[config.mk]
export PLATFORM = sky130hd
export DESIGN_NAME = run_control_flat
export DESIGN_NICKNAME = d
export VERILOG_FILES = /design/src/rtl/run_control_if.sv /design/src/rtl/run_control.sv /design/src/flat_wrapper.sv
export SDC_FILE = /design/constraint.sdc
export NUM_CORES = 1
export LEC_CHECK = 0
export BUFFER_PORTS_ARGS = -buffer_cell sky130_fd_sc_hd__buf_2
export CORE_MARGIN = 8
export CORE_UTILIZATION = 45
export DETAILED_ROUTE_END_ITERATION = 12
export PLACE_DENSITY = 0.7
export SLEW_MARGIN = 10
export SYNTH_ARGS = -nofsm -noshare
export SYNTH_HDL_FRONTEND = slang
export SYNTH_SLANG_ARGS = --single-unit
export TNS_END_PERCENT = 50
[constraint.sdc]
create_clock -name clk -period 2.7 [get_ports clk]
set_clock_uncertainty 0.2 [all_clocks]
set_input_delay 0.135 -clock clk [delete_from_list [all_inputs] [get_ports clk]]
set_output_delay 0.135 -clock clk [all_outputs]
set_load 0.05 [all_outputs]
[src/rtl/run_control_if.sv]
// Front-panel request and processor clock-control signal bundle for run_control.
// master drives the switches and cpu_halt; slave is the sequencer.
interface run_control_if;
  logic       run_req;
  logic       halt_req;
  logic       step_req;
  logic       cpu_halt;
  logic       reset_out;
  logic       clken;
  logic [1:0] phase;
  logic       cycle_end;
  logic       running;
  logic       halted;

  modport master (
    output run_req, halt_req, step_req, cpu_halt,
    input  reset_out, clken, phase, cycle_end, running, halted
  );

  modport slave (
    input  run_req, halt_req, step_req, cpu_halt,
    output reset_out, clken, phase, cycle_end, running, halted
  );
endinterface

[src/rtl/run_control.sv]
// Run/halt/step sequencer: stretches reset, then gates the processor clock on whole cycles.
// Optional single-step support is compiled in with RUN_CONTROL_STEP_EN.
module run_control #(
  parameter int unsigned RESET_CYCLES = 16
) (
  input logic         clk,
  input logic         reset,
  run_control_if.slave bus
);

  localparam int unsigned CntW = $clog2(RESET_CYCLES + 1);
  localparam logic [CntW-1:0] HoldLast = CntW'(RESET_CYCLES - 1);

  typedef enum logic [1:0] {
    StResetHold,
    StStopped,
    StRunning,
    StStep
  } state_e;

  state_e          state_q;
  logic [CntW-1:0] hold_cnt_q;
  logic [1:0]      phase_q;
  logic            reset_out_q;
  logic            clken_q;
  logic            running_q;
  logic            halted_q;
  logic            halt_pend_q;
  logic            run_q;
  logic            halt_q;
  logic            run_edge;
  logic            halt_edge;
  logic            cycle_end;

  assign run_edge  = bus.run_req & ~run_q;
  assign halt_edge = bus.halt_req & ~halt_q;
  assign cycle_end = clken_q & (phase_q == 2'd3);

`ifdef RUN_CONTROL_STEP_EN
  logic step_q;
  logic step_edge;

  assign step_edge = bus.step_req & ~step_q;

  // Edge registers come out of reset high so a switch held through reset is not an edge.
  always_ff @(posedge clk or posedge reset) begin
    if (reset) begin
      step_q <= 1'b1;
    end else begin
      step_q <= bus.step_req;
    end
  end
`endif

  always_ff @(posedge clk or posedge reset) begin
    if (reset) begin
      state_q     <= StResetHold;
      hold_cnt_q  <= '0;
      phase_q     <= 2'd0;
      reset_out_q <= 1'b1;
      clken_q     <= 1'b0;
      running_q   <= 1'b0;
      halted_q    <= 1'b0;
      halt_pend_q <= 1'b0;
      run_q       <= 1'b1;
      halt_q      <= 1'b1;
    end else begin
      run_q  <= bus.run_req;
      halt_q <= bus.halt_req;
      case (state_q)
        StResetHold: begin
          hold_cnt_q <= hold_cnt_q + 1'b1;
          if (hold_cnt_q == HoldLast) begin
            state_q     <= StStopped;
            reset_out_q <= 1'b0;
            halted_q    <= 1'b1;
          end
        end
        StStopped: begin
          phase_q <= 2'd0;
          if (run_edge) begin
            state_q   <= StRunning;
            clken_q   <= 1'b1;
            running_q <= 1'b1;
            halted_q  <= 1'b0;
          end
`ifdef RUN_CONTROL_STEP_EN
          else if (step_edge) begin
            state_q  <= StStep;
            clken_q  <= 1'b1;
            halted_q <= 1'b0;
          end
`endif
        end
        StRunning: begin
          phase_q <= phase_q + 2'd1;
          if (cycle_end && (halt_pend_q || halt_edge || bus.cpu_halt)) begin
            state_q     <= StStopped;
            phase_q     <= 2'd0;
            clken_q     <= 1'b0;
            running_q   <= 1'b0;
            halted_q    <= 1'b1;
            halt_pend_q <= 1'b0;
          end else if (halt_edge) begin
            halt_pend_q <= 1'b1;
          end
        end
`ifdef RUN_CONTROL_STEP_EN
        StStep: begin
          phase_q <= phase_q + 2'd1;
          if (cycle_end) begin
            state_q  <= StStopped;
            phase_q  <= 2'd0;
            clken_q  <= 1'b0;
            halted_q <= 1'b1;
          end
        end
`endif
        default: begin
          state_q <= StStopped;
          phase_q <= 2'd0;
          clken_q <= 1'b0;
          running_q <= 1'b0;
          halted_q <= 1'b1;
        end
      endcase
    end
  end

  assign bus.reset_out = reset_out_q;
  assign bus.clken     = clken_q;
  assign bus.phase     = phase_q;
  assign bus.cycle_end = cycle_end;
  assign bus.running   = running_q;
  assign bus.halted    = halted_q;

endmodule

[src/flat_wrapper.sv]
// flat-port wrapper written by rule: the top's interface ports become plain ports
module run_control_flat 
#(
  parameter int unsigned RESET_CYCLES = 16
)
  (clk, reset, bus_run_req, bus_halt_req, bus_step_req, bus_cpu_halt, bus_reset_out, bus_clken, bus_phase, bus_cycle_end, bus_running, bus_halted);
  run_control_if bus_i ();
  input logic clk;
  input logic reset;
  input wire logic [$bits(bus_i.run_req)-1:0] bus_run_req;
  input wire logic [$bits(bus_i.halt_req)-1:0] bus_halt_req;
  input wire logic [$bits(bus_i.step_req)-1:0] bus_step_req;
  input wire logic [$bits(bus_i.cpu_halt)-1:0] bus_cpu_halt;
  output wire logic [$bits(bus_i.reset_out)-1:0] bus_reset_out;
  output wire logic [$bits(bus_i.clken)-1:0] bus_clken;
  output wire logic [$bits(bus_i.phase)-1:0] bus_phase;
  output wire logic [$bits(bus_i.cycle_end)-1:0] bus_cycle_end;
  output wire logic [$bits(bus_i.running)-1:0] bus_running;
  output wire logic [$bits(bus_i.halted)-1:0] bus_halted;
  assign bus_i.run_req = bus_run_req;
  assign bus_i.halt_req = bus_halt_req;
  assign bus_i.step_req = bus_step_req;
  assign bus_i.cpu_halt = bus_cpu_halt;
  assign bus_reset_out = bus_i.reset_out;
  assign bus_clken = bus_i.clken;
  assign bus_phase = bus_i.phase;
  assign bus_cycle_end = bus_i.cycle_end;
  assign bus_running = bus_i.running;
  assign bus_halted = bus_i.halted;
  run_control #(.RESET_CYCLES(RESET_CYCLES)) u_core (.clk(clk), .reset(reset), .bus(bus_i));
endmodule
=== Word-level counts from Yosys, hierarchy flattened ===
Cells that the tools add are included.

* Input bits: 6
* Flip-flop bits (word level): 15
* Word-level logic and storage cells: 48
* Output and inout port bits: 7

* Bitwise gates (word level): 6
* Reduce and logical (&&, ||, !) cells: 9
* Equal/unequal tests: 7
* Muxes and demuxes: 15
* Add/subtract/negate cells: 2

{| class="wikitable"
|+ Operators by type and width
! cell !! count
|-
| $mux W2 || 4
|-
| $mux W1 || 7
|-
| $ne A2 B1 Y1 const B || 3
|-
| $pmux W1 S3 || 2
|-
| $pmux W2 S3 || 1
|-
| $reduce_and A3 Y1 || 2
|-
| $add A5 B1 Y5 const B || 1
|-
| $eq A5 B4 Y1 const B || 1
|-
| $eq A2 B2 Y1 const B || 2
|-
| $pmux W2 S2 || 1
|-
| $reduce_and A2 Y1 || 2
|-
| $and A1 B1 Y1 || 3
|-
| $not A1 Y1 || 3
|-
| $add A2 B1 Y2 const B || 1
|-
| $eq A2 B1 Y1 const B || 1
|-
| $logic_not A2 Y1 || 1
|-
| $logic_or A1 B1 Y1 || 2
|-
| $reduce_bool A2 Y1 || 1
|-
| $logic_and A1 B1 Y1 || 1
|}

=== Logic depth before layout (Yosys ltp) ===
Gate-level depths: netlist of the first run.

* Depth after elaboration: 7
* Gate-level depth with buffers: 5
* Gate-level depth less buffers: 5

=== Least setup slack after synthesis of the first run ===
Ideal clock, no wire load.

* Kind: register to register
* Start point: reg u_core.phase_q[0], in the netlist u_core.bus.phase[0]
* End point: reg u_core.phase_q[0], in the netlist u_core.bus.phase[0]
* Required time: 2366 ps
* Cell stages (with the launch flop): 5
* Arrival time: 1675 ps
* Slack: 691 ps
* Period minus slack after synthesis: 2009 ps
* Cells stage by stage: dfrtp_1 > ha_1 > and2_1 > o31a_1 > o22ai_1

* Word-level cells in the longest chain between the ends: 5
* Elaborated cells between the ends (all ways): 6
* Those cells by class: 1 x add/sub; 1 x eq/ne; 2 x mux; 1 x bitwise; 1 x reduce/logical

{| class="wikitable"
|+ Ends and longest elaborated chain
! what !! RTL line !! text
|-
| from (decl) || run_control.sv:23 || <nowiki>logic [1:0] phase_q;</nowiki>
|-
| from (signal assigned) || run_control.sv:96 || <nowiki>phase_q <= phase_q + 2'd1;</nowiki>
|-
| $eq A2 B2 Y1 || run_control.sv:37 || <nowiki>assign cycle_end = clken_q & (phase_q == 2'd3);</nowiki>
|-
| $and A1 B1 Y1 || run_control.sv:37 ||
|-
| named net bus_cycle_end || flat_wrapper.sv:17 || <nowiki>output wire logic [$bits(bus_i.cycle_end)-1:0] bus_cycle_end;</nowiki>
|-
| $logic_and A1 B1 Y1 || run_control.sv:97 || <nowiki>if (cycle_end && (halt_pend_q || halt_edge || bus.cpu_halt)) begin</nowiki>
|-
| $mux W2 || run_control.sv:97 ||
|-
| $pmux W2 S2 || run_control.sv:70 || <nowiki>case (state_q)</nowiki>
|}

The timed path passes the listed nets, and every way through them passes these cells.
A chain may end at the register's enable or synchronous reset.

=== Worst setup path in the final report of the first run ===
* Start point: reg u_core.hold_cnt_q[0]
* End point: reg u_core.state_q[0]

* Word-level cells in the longest chain between the ends: 3

{| class="wikitable"
|+ Ends and longest elaborated chain
! what !! RTL line !! text
|-
| from (decl) || run_control.sv:22 || <nowiki>logic [CntW-1:0] hold_cnt_q;</nowiki>
|-
| from (signal assigned) || run_control.sv:72 || <nowiki>hold_cnt_q <= hold_cnt_q + 1'b1;</nowiki>
|-
| $eq A5 B4 Y1 || run_control.sv:73 || <nowiki>if (hold_cnt_q == HoldLast) begin</nowiki>
|-
| $ne A2 B1 Y1 (no source line) || n/a ||
|-
| $reduce_and A3 Y1 (no source line) || n/a ||
|-
| to (signal assigned) || run_control.sv:74 || <nowiki>state_q <= StStopped;</nowiki>
|-
| to (signal assigned) || run_control.sv:82 || <nowiki>state_q <= StRunning;</nowiki>
|-
| to (signal assigned) || run_control.sv:98 || <nowiki>state_q <= StStopped;</nowiki>
|-
| to (decl) || run_control.sv:21 || <nowiki>state_e state_q;</nowiki>
|}

Every way passes these cells.

==> results of run 1 <==
## power by group
part           total (mW)  internal [mW]  leakage (nW)  switching (mW)
sequential          0.382          0.290         0.163          0.0918
combinational       0.374          0.149         0.170           0.224
clock               0.148         0.0820        0.0210          0.0660
## flip-flops by register name, summed over array words and instances (netlist names)
| signal | flops |
|---|---|
| u_core.bus.clken | 1 |
| u_core.bus.phase | 2 |
| u_core.bus.reset_out | 1 |
| u_core.halt_pend_q | 1 |
| u_core.halt_q | 1 |
| u_core.hold_cnt_q | 5 |
| u_core.run_q | 1 |
| u_core.state_q | 2 |
## worst min-delay path, cell delays in order
cell and delay, ps:
buf_2 80, o31a_1 240, a21oi_1 100
## per-stage QoR
stage	setup WS (ps)	power, mW	cells
after floorplan	691	0.688	50
after global placement	1080	0.742	74
after detailed placement	1060	0.761	74
after CTS	1030	0.916	81
after global routing	958	0.968	81
final	1030	0.904	81
## cells by family after synthesis
kind of cell               Yosys count  synth area share
xor gates and xnor gates             3            0.0418
DFF                                 14             0.564
muxes                                3            0.0498
and+or+nand+nor                     12             0.135
buffers and inverters                5            0.0378
AOI/OAI and AO/OA                   10             0.112
adders and majority gates            3            0.0598
## area by class of cell
class                   instances  area (µm²)
clock buffers                   4        36.3
flip-flops and latches         14         354
well taps                      15        18.8
multi-input cells              31         250
inverters                       3        11.3
repair buffers                 14        85.1
fillers                       118         546
## synthesized netlist by cell type, types with 2 or more instances
library cell	count	area, µm²
mux2i_1	2	20.0
nor2b_1	2	12.5
dfstp_2	3	78.8
a21oi_1	2	10.0
a21boi_1	2	15.0
o31a_1	3	26.3
xnor2_1	2	17.5
inv_1	2	7.51
dfrtp_1	11	275
nand2b_1	2	12.5
ha_1	3	37.5
## layout by cell type (no fill, tap or decap), drive strengths merged
cell         count
a21boi           2
a21oi            2
and2             1
and3             1
buf             11
clkbuf           4
dfrtp           11
dfstp            3
dlygate4sd3      3
ha               3
inv              3
mux2             1
mux2i            2
nand2            1
nand2b           2
nand4            1
nand4bb          1
nor2             2
nor2b            2
o21ai            1
o22ai            1
o31a             3
o31ai            1
or3              1
xnor2            2
xor2             1
## routing by layer
layer,part of all wire,up-vias
met4,0.032,0
met5,0,-
li1,-,204
met1,0.45,206
met3,0.086,4
met2,0.43,11
## path summary, 6_finish.rpt
kind | from | to | depth (start not counted)
worst max-delay path | u_core.hold_cnt_q[0] | u_core.state_q[0] | 5
worst min-delay path | bus_cpu_halt | u_core.halt_pend_q | 3
worst max register to register | u_core.hold_cnt_q[0] | u_core.state_q[0] | 5
worst min register to register | u_core.hold_cnt_q[3] | u_core.hold_cnt_q[3] | 1
max in group asynchronous | reset | u_core.run_q | 3
min in group asynchronous | reset | u_core.hold_cnt_q[0] | 3
==> results.json, run 1 <==
{
  "first_pass_iters": 2,
  "drtIter0Drc": 2,
  "fin_util": 0.581,
  "drt-total-wl_um": 1130,
  "setup_tns_ps": 0,
  "cellPowerDensity_nw_per_um2": 1200,
  "syn_nets": 59,
  "insertion_delay_ps": 270,
  "grt_use_total": 0.0954,
  "grt-busiest-layer": "met2",
  "die_w_um": 53.4,
  "syn2layout_area_growth_pct": 20.3,
  "design_area_um2": 756,
  "relSlewSlack": 0.642,
  "holdBufCountCts": 3,
  "syn-instance-count": 50,
  "hp-class": "in2reg",
  "vias_per_cell": 5.25,
  "cts-buffers-inserted": 3,
  "crit_buf_inv": 0,
  "status": "finished clean",
  "hold_ws_ps": 103,
  "wl_per_cell_um": 14.0,
  "worst_pin_slew_ps": 537,
  "grtUsageMet2": 0.143,
  "port-buffer-count": 11,
  "report.final.setup_viol": 0,
  "synth_edf_count": 0,
  "die_h_um": 53.4,
  "p_leak_nw": 0.354,
  "post-route-period-util": 0.617,
  "criticalPathCategory": "reg2reg",
  "period_needed_ps": 1670,
  "cts.repair.resized": 0,
  "ant_nets": 0,
  "place_area_um2": 689,
  "row_count": 13,
  "crit_chain": "ha_1, and3_1, ha_1, o31a_1, o31a_1",
  "cts_tree": "done",
  "ys_ff_latch": 14,
  "grt_pass1_wl_um": 1930,
  "antenna_found_initial": 0,
  "peakVddDrop_v": 0.000542,
  "synth_warnings": 0,
  "io_pins": 13,
  "clock_path_buffers": 2,
  "max_stage_delay_ps": 420,
  "core_area_um2": 1300,
  "cts.sinks": 14,
  "maxCapViolations": 0,
  "crit_family": "flip-flops",
  "worst-path-max-fanout": 3,
  "synth_cell_types": 27,
  "grt_max_degree": 15,
  "clock-root-buffer": "clkbuf_4",
  "drv_slew": 0,
  "diodes": 0,
  "hold_violations": 0,
  "required_ps": 2660,
  "groute.layer.met3.usage": 0.0308,
  "vias": 425,
  "h-tree-depth": 1,
  "worstPathArrival_ps": 1630,
  "fin_nets": 76,
  "drive_gt1_frac": 0.318,
  "clk_pin_slew_ps": 80,
  "dieArea_um2": 2850,
  "rsz0062_at_grt": "false",
  "ys_seq_area_frac": 0.564,
  "end_kind": "flop",
  "post-cts-setup-buffer-count": 0,
  "avgSynthCellArea_um2": 12.6,
  "gr-total-overflow": 0,
  "ys.flop_type": "dfrtp_1",
  "drc": 0,
  "gp_congestion": 0.717,
  "start_util": 0.483,
  "regToRegSetupSlack_ps": 1030,
  "start_kind": "flop",
  "use_met1": 0.109,
  "grt_pass1_vias": 442,
  "async_flop_share": 1.00,
  "syn_area_um2": 628,
  "critPathSlowestCell": "dfrtp_1",
  "fmax_mhz": 600
}
Note: power is estimated with default switching activity, not from simulation.
==> inputs of run 2 (changes only) <==
--- a/config.mk
+++ b/config.mk
@@ -9,7 +9,7 @@
 export CORE_MARGIN = 8
 export CORE_UTILIZATION = 45
 export DETAILED_ROUTE_END_ITERATION = 12
-export PLACE_DENSITY = 0.7
+export PLACE_DENSITY = 0.72
 export SLEW_MARGIN = 10
 export SYNTH_ARGS = -nofsm -noshare
 export SYNTH_HDL_FRONTEND = slang
==> constraint.sdc (replaced) <==
create_clock -name clk -period 1.4 [get_ports clk]
set_clock_uncertainty 0.2 [all_clocks]
set_input_delay 0.07 -clock clk [delete_from_list [all_inputs] [get_ports clk]]
set_output_delay 0.07 -clock clk [all_outputs]
set_load 0.05 [all_outputs]
==> run 2 against run 1 <==
Effect of this change:
- the run now ends with negative setup slack left
- highest routed layer unchanged
- critical endpoint unchanged
- critical path depth did not move
- register-to-register slack lost 1200 ps
- combinational power grew to 2.6 times the previous value
- die area did not move
- global-route usage is 0.062 points higher
- largest cell class unchanged
- clock power is 59% higher
==> results.json, run 2 (synthesis results as in run 1) <==
{
  "required_ps": 1370,
  "criticalPathCategory": "reg2reg",
  "antenna_found_initial": 0,
  "io_pins": 13,
  "post-route-period-util": 1.09,
  "worst_pin_slew_ps": 526,
  "final_cell_mix": "buf_4 (10), buf_2 (9), dfrtp_1 (6)",
  "ant_nets": 0,
  "fmax_mhz": 656,
  "gr-total-overflow": 0,
  "hold_path_depth": 3,
  "cts.sinks": 14,
  "dp_hpwl_um": 836,
  "design_area_um2": 878,
  "r2r-end": "u_core.state_q[0]",
  "gp_congestion": 0.668,
  "grt_use_total": 0.0960,
  "fin_nets": 86,
  "first_pass_iters": 2,
  "h-tree-depth": 1,
  "largest-register": "u_core.hold_cnt_q",
  "grt_max_degree": 15,
  "cts-buffers-inserted": 3,
  "dieArea_um2": 2850,
  "nFillCells": 100,
  "hp-class": "in2reg",
  "place_ws_ps": -184,
  "report.final.setup_viol": 2,
  "drive_gt1_frac": 0.539,
  "syn2layout_area_growth_pct": 39.8,
  "clock_path_buffers": 2,
  "drv_slew": 0,
  "power_mw": 1.95,
  "row_count": 13,
  "core_area_um2": 1300,
  "hold_ws_ps": 31.3,
  "cellPowerDensity_nw_per_um2": 2220,
  "hold_violations": 0,
  "start_kind": "flop",
  "largest_reg_flops": 5,
  "clock-root-buffer": "clkbuf_4",
  "violations": "negative setup slack",
  "wl_per_cell_um": 12.7,
  "drt-total-wl_um": 1160,
  "vias": 445,
  "holdCritStartpoint": "bus_cpu_halt",
  "maxCapViolations": 0,
  "vias_per_cell": 4.89,
  "rr_startpoint": "u_core.hold_cnt_q[0]",
  "r2r_cells": 5,
  "rsz0062_at_grt": "true",
  "setup_slack_ps": -125,
  "status": "finished with violations",
  "hold_end": "u_core.state_q[1]",
  "die_h_um": 53.4,
  "insertion_delay_ps": 280,
  "drc": 0,
  "finalNonFillerCells": 91,
  "start_util": 0.483,
  "cts_tree": "done",
  "dp.cells": 83,
  "grt_pass1_vias": 474,
  "worst-path-max-fanout": 2,
  "setup_tns_ps": -152,
  "period_needed_ps": 1530,
  "die_w_um": 53.4,
  "drtIter0Drc": 2,
  "fin_util": 0.675,
  "layout_commonest_cell": "buf_4",
  "regToRegSetupSlack_ps": -130,
  "place_area_um2": 776,
  "port-buffer-count": 11,
  "peakVddDrop_v": 0.00113,
  "worstPathArrival_ps": 1500,
  "clk_pin_slew_ps": 80,
  "relSlewSlack": 0.649,
  "p_leak_nw": 0.391,
  "grt_pass1_wl_um": 2040,
  "end_kind": "flop",
  "diodes": 0
}
[run 2: cell count changes in the layout (fill, tap and decap cells not counted), moves of 2 or more]
| cell | change |
|---|---|
| buf_6 | +2 |
| buf_4 | +10 |
| dfrtp_1 | -5 |
| buf_2 | -2 |
| ha_1 | -3 |
| ha_4 | +2 |
| dfrtp_2 | +5 |
[run 2: layout make-up]
| type | count | area, µm² | share of cell area |
|---|---|---|---|
| clock buffers | 4 | 26.3 | 0.0299 |
| inverters | 3 | 11.3 | 0.0128 |
| multi-input cells | 31 | 289 | 0.329 |
| flip-flops and latches | 14 | 360 | 0.410 |
| well taps | 15 | 18.8 | 0.0214 |
| repair buffers | 24 | 173 | 0.197 |
[run 2: where the power goes]
part | internal (mW) | switching [mW]
Combinational | 0.465 | 0.510
Sequential | 0.573 | 0.162
Clock | 0.111 | 0.125
[run 2: worst max path at each step]
stage | startpoint | to | slack (ps) | cells past startpoint
5_1_grt | u_core.hold_cnt_q[0] | u_core.state_q[0] | -160 | 5
4_1_cts | u_core.hold_cnt_q[1] | u_core.state_q[0] | -120 | 5
2_1_floorplan | u_core.bus.phase[1] | u_core.state_q[0] | -220 | 4
3_5_place_dp | u_core.hold_cnt_q[0] | u_core.state_q[0] | -180 | 5
3_3_place_gp | u_core.hold_cnt_q[0] | u_core.state_q[0] | -150 | 5
6_report | u_core.hold_cnt_q[0] | u_core.state_q[0] | -130 | 5
[run 2: routing by layer]
layer  GRT usage  vias to the layer above  wire (µm)
li1            -                      229          -
met1       0.110                      204        513
met2       0.146                       10        538
met3      0.0336                        2         85
met4      0.0630                        0         23
met5           0                        -          0
[run 2: repair_timing]
item	4_1_cts	5_1_grt
setup buffers	0	1
setup endpoints to repair	5	6
hold endpoints to repair	17	0
hold buffers	3	0
gates resized for setup	8	3
pin swaps	2	3
[run 2: worst max-delay path: stages (launching register included)]
cell,delay [ps]
dfrtp_1,390
ha_2,190
and3_4,150
ha_4,150
o31a_1,230
o31a_1,100
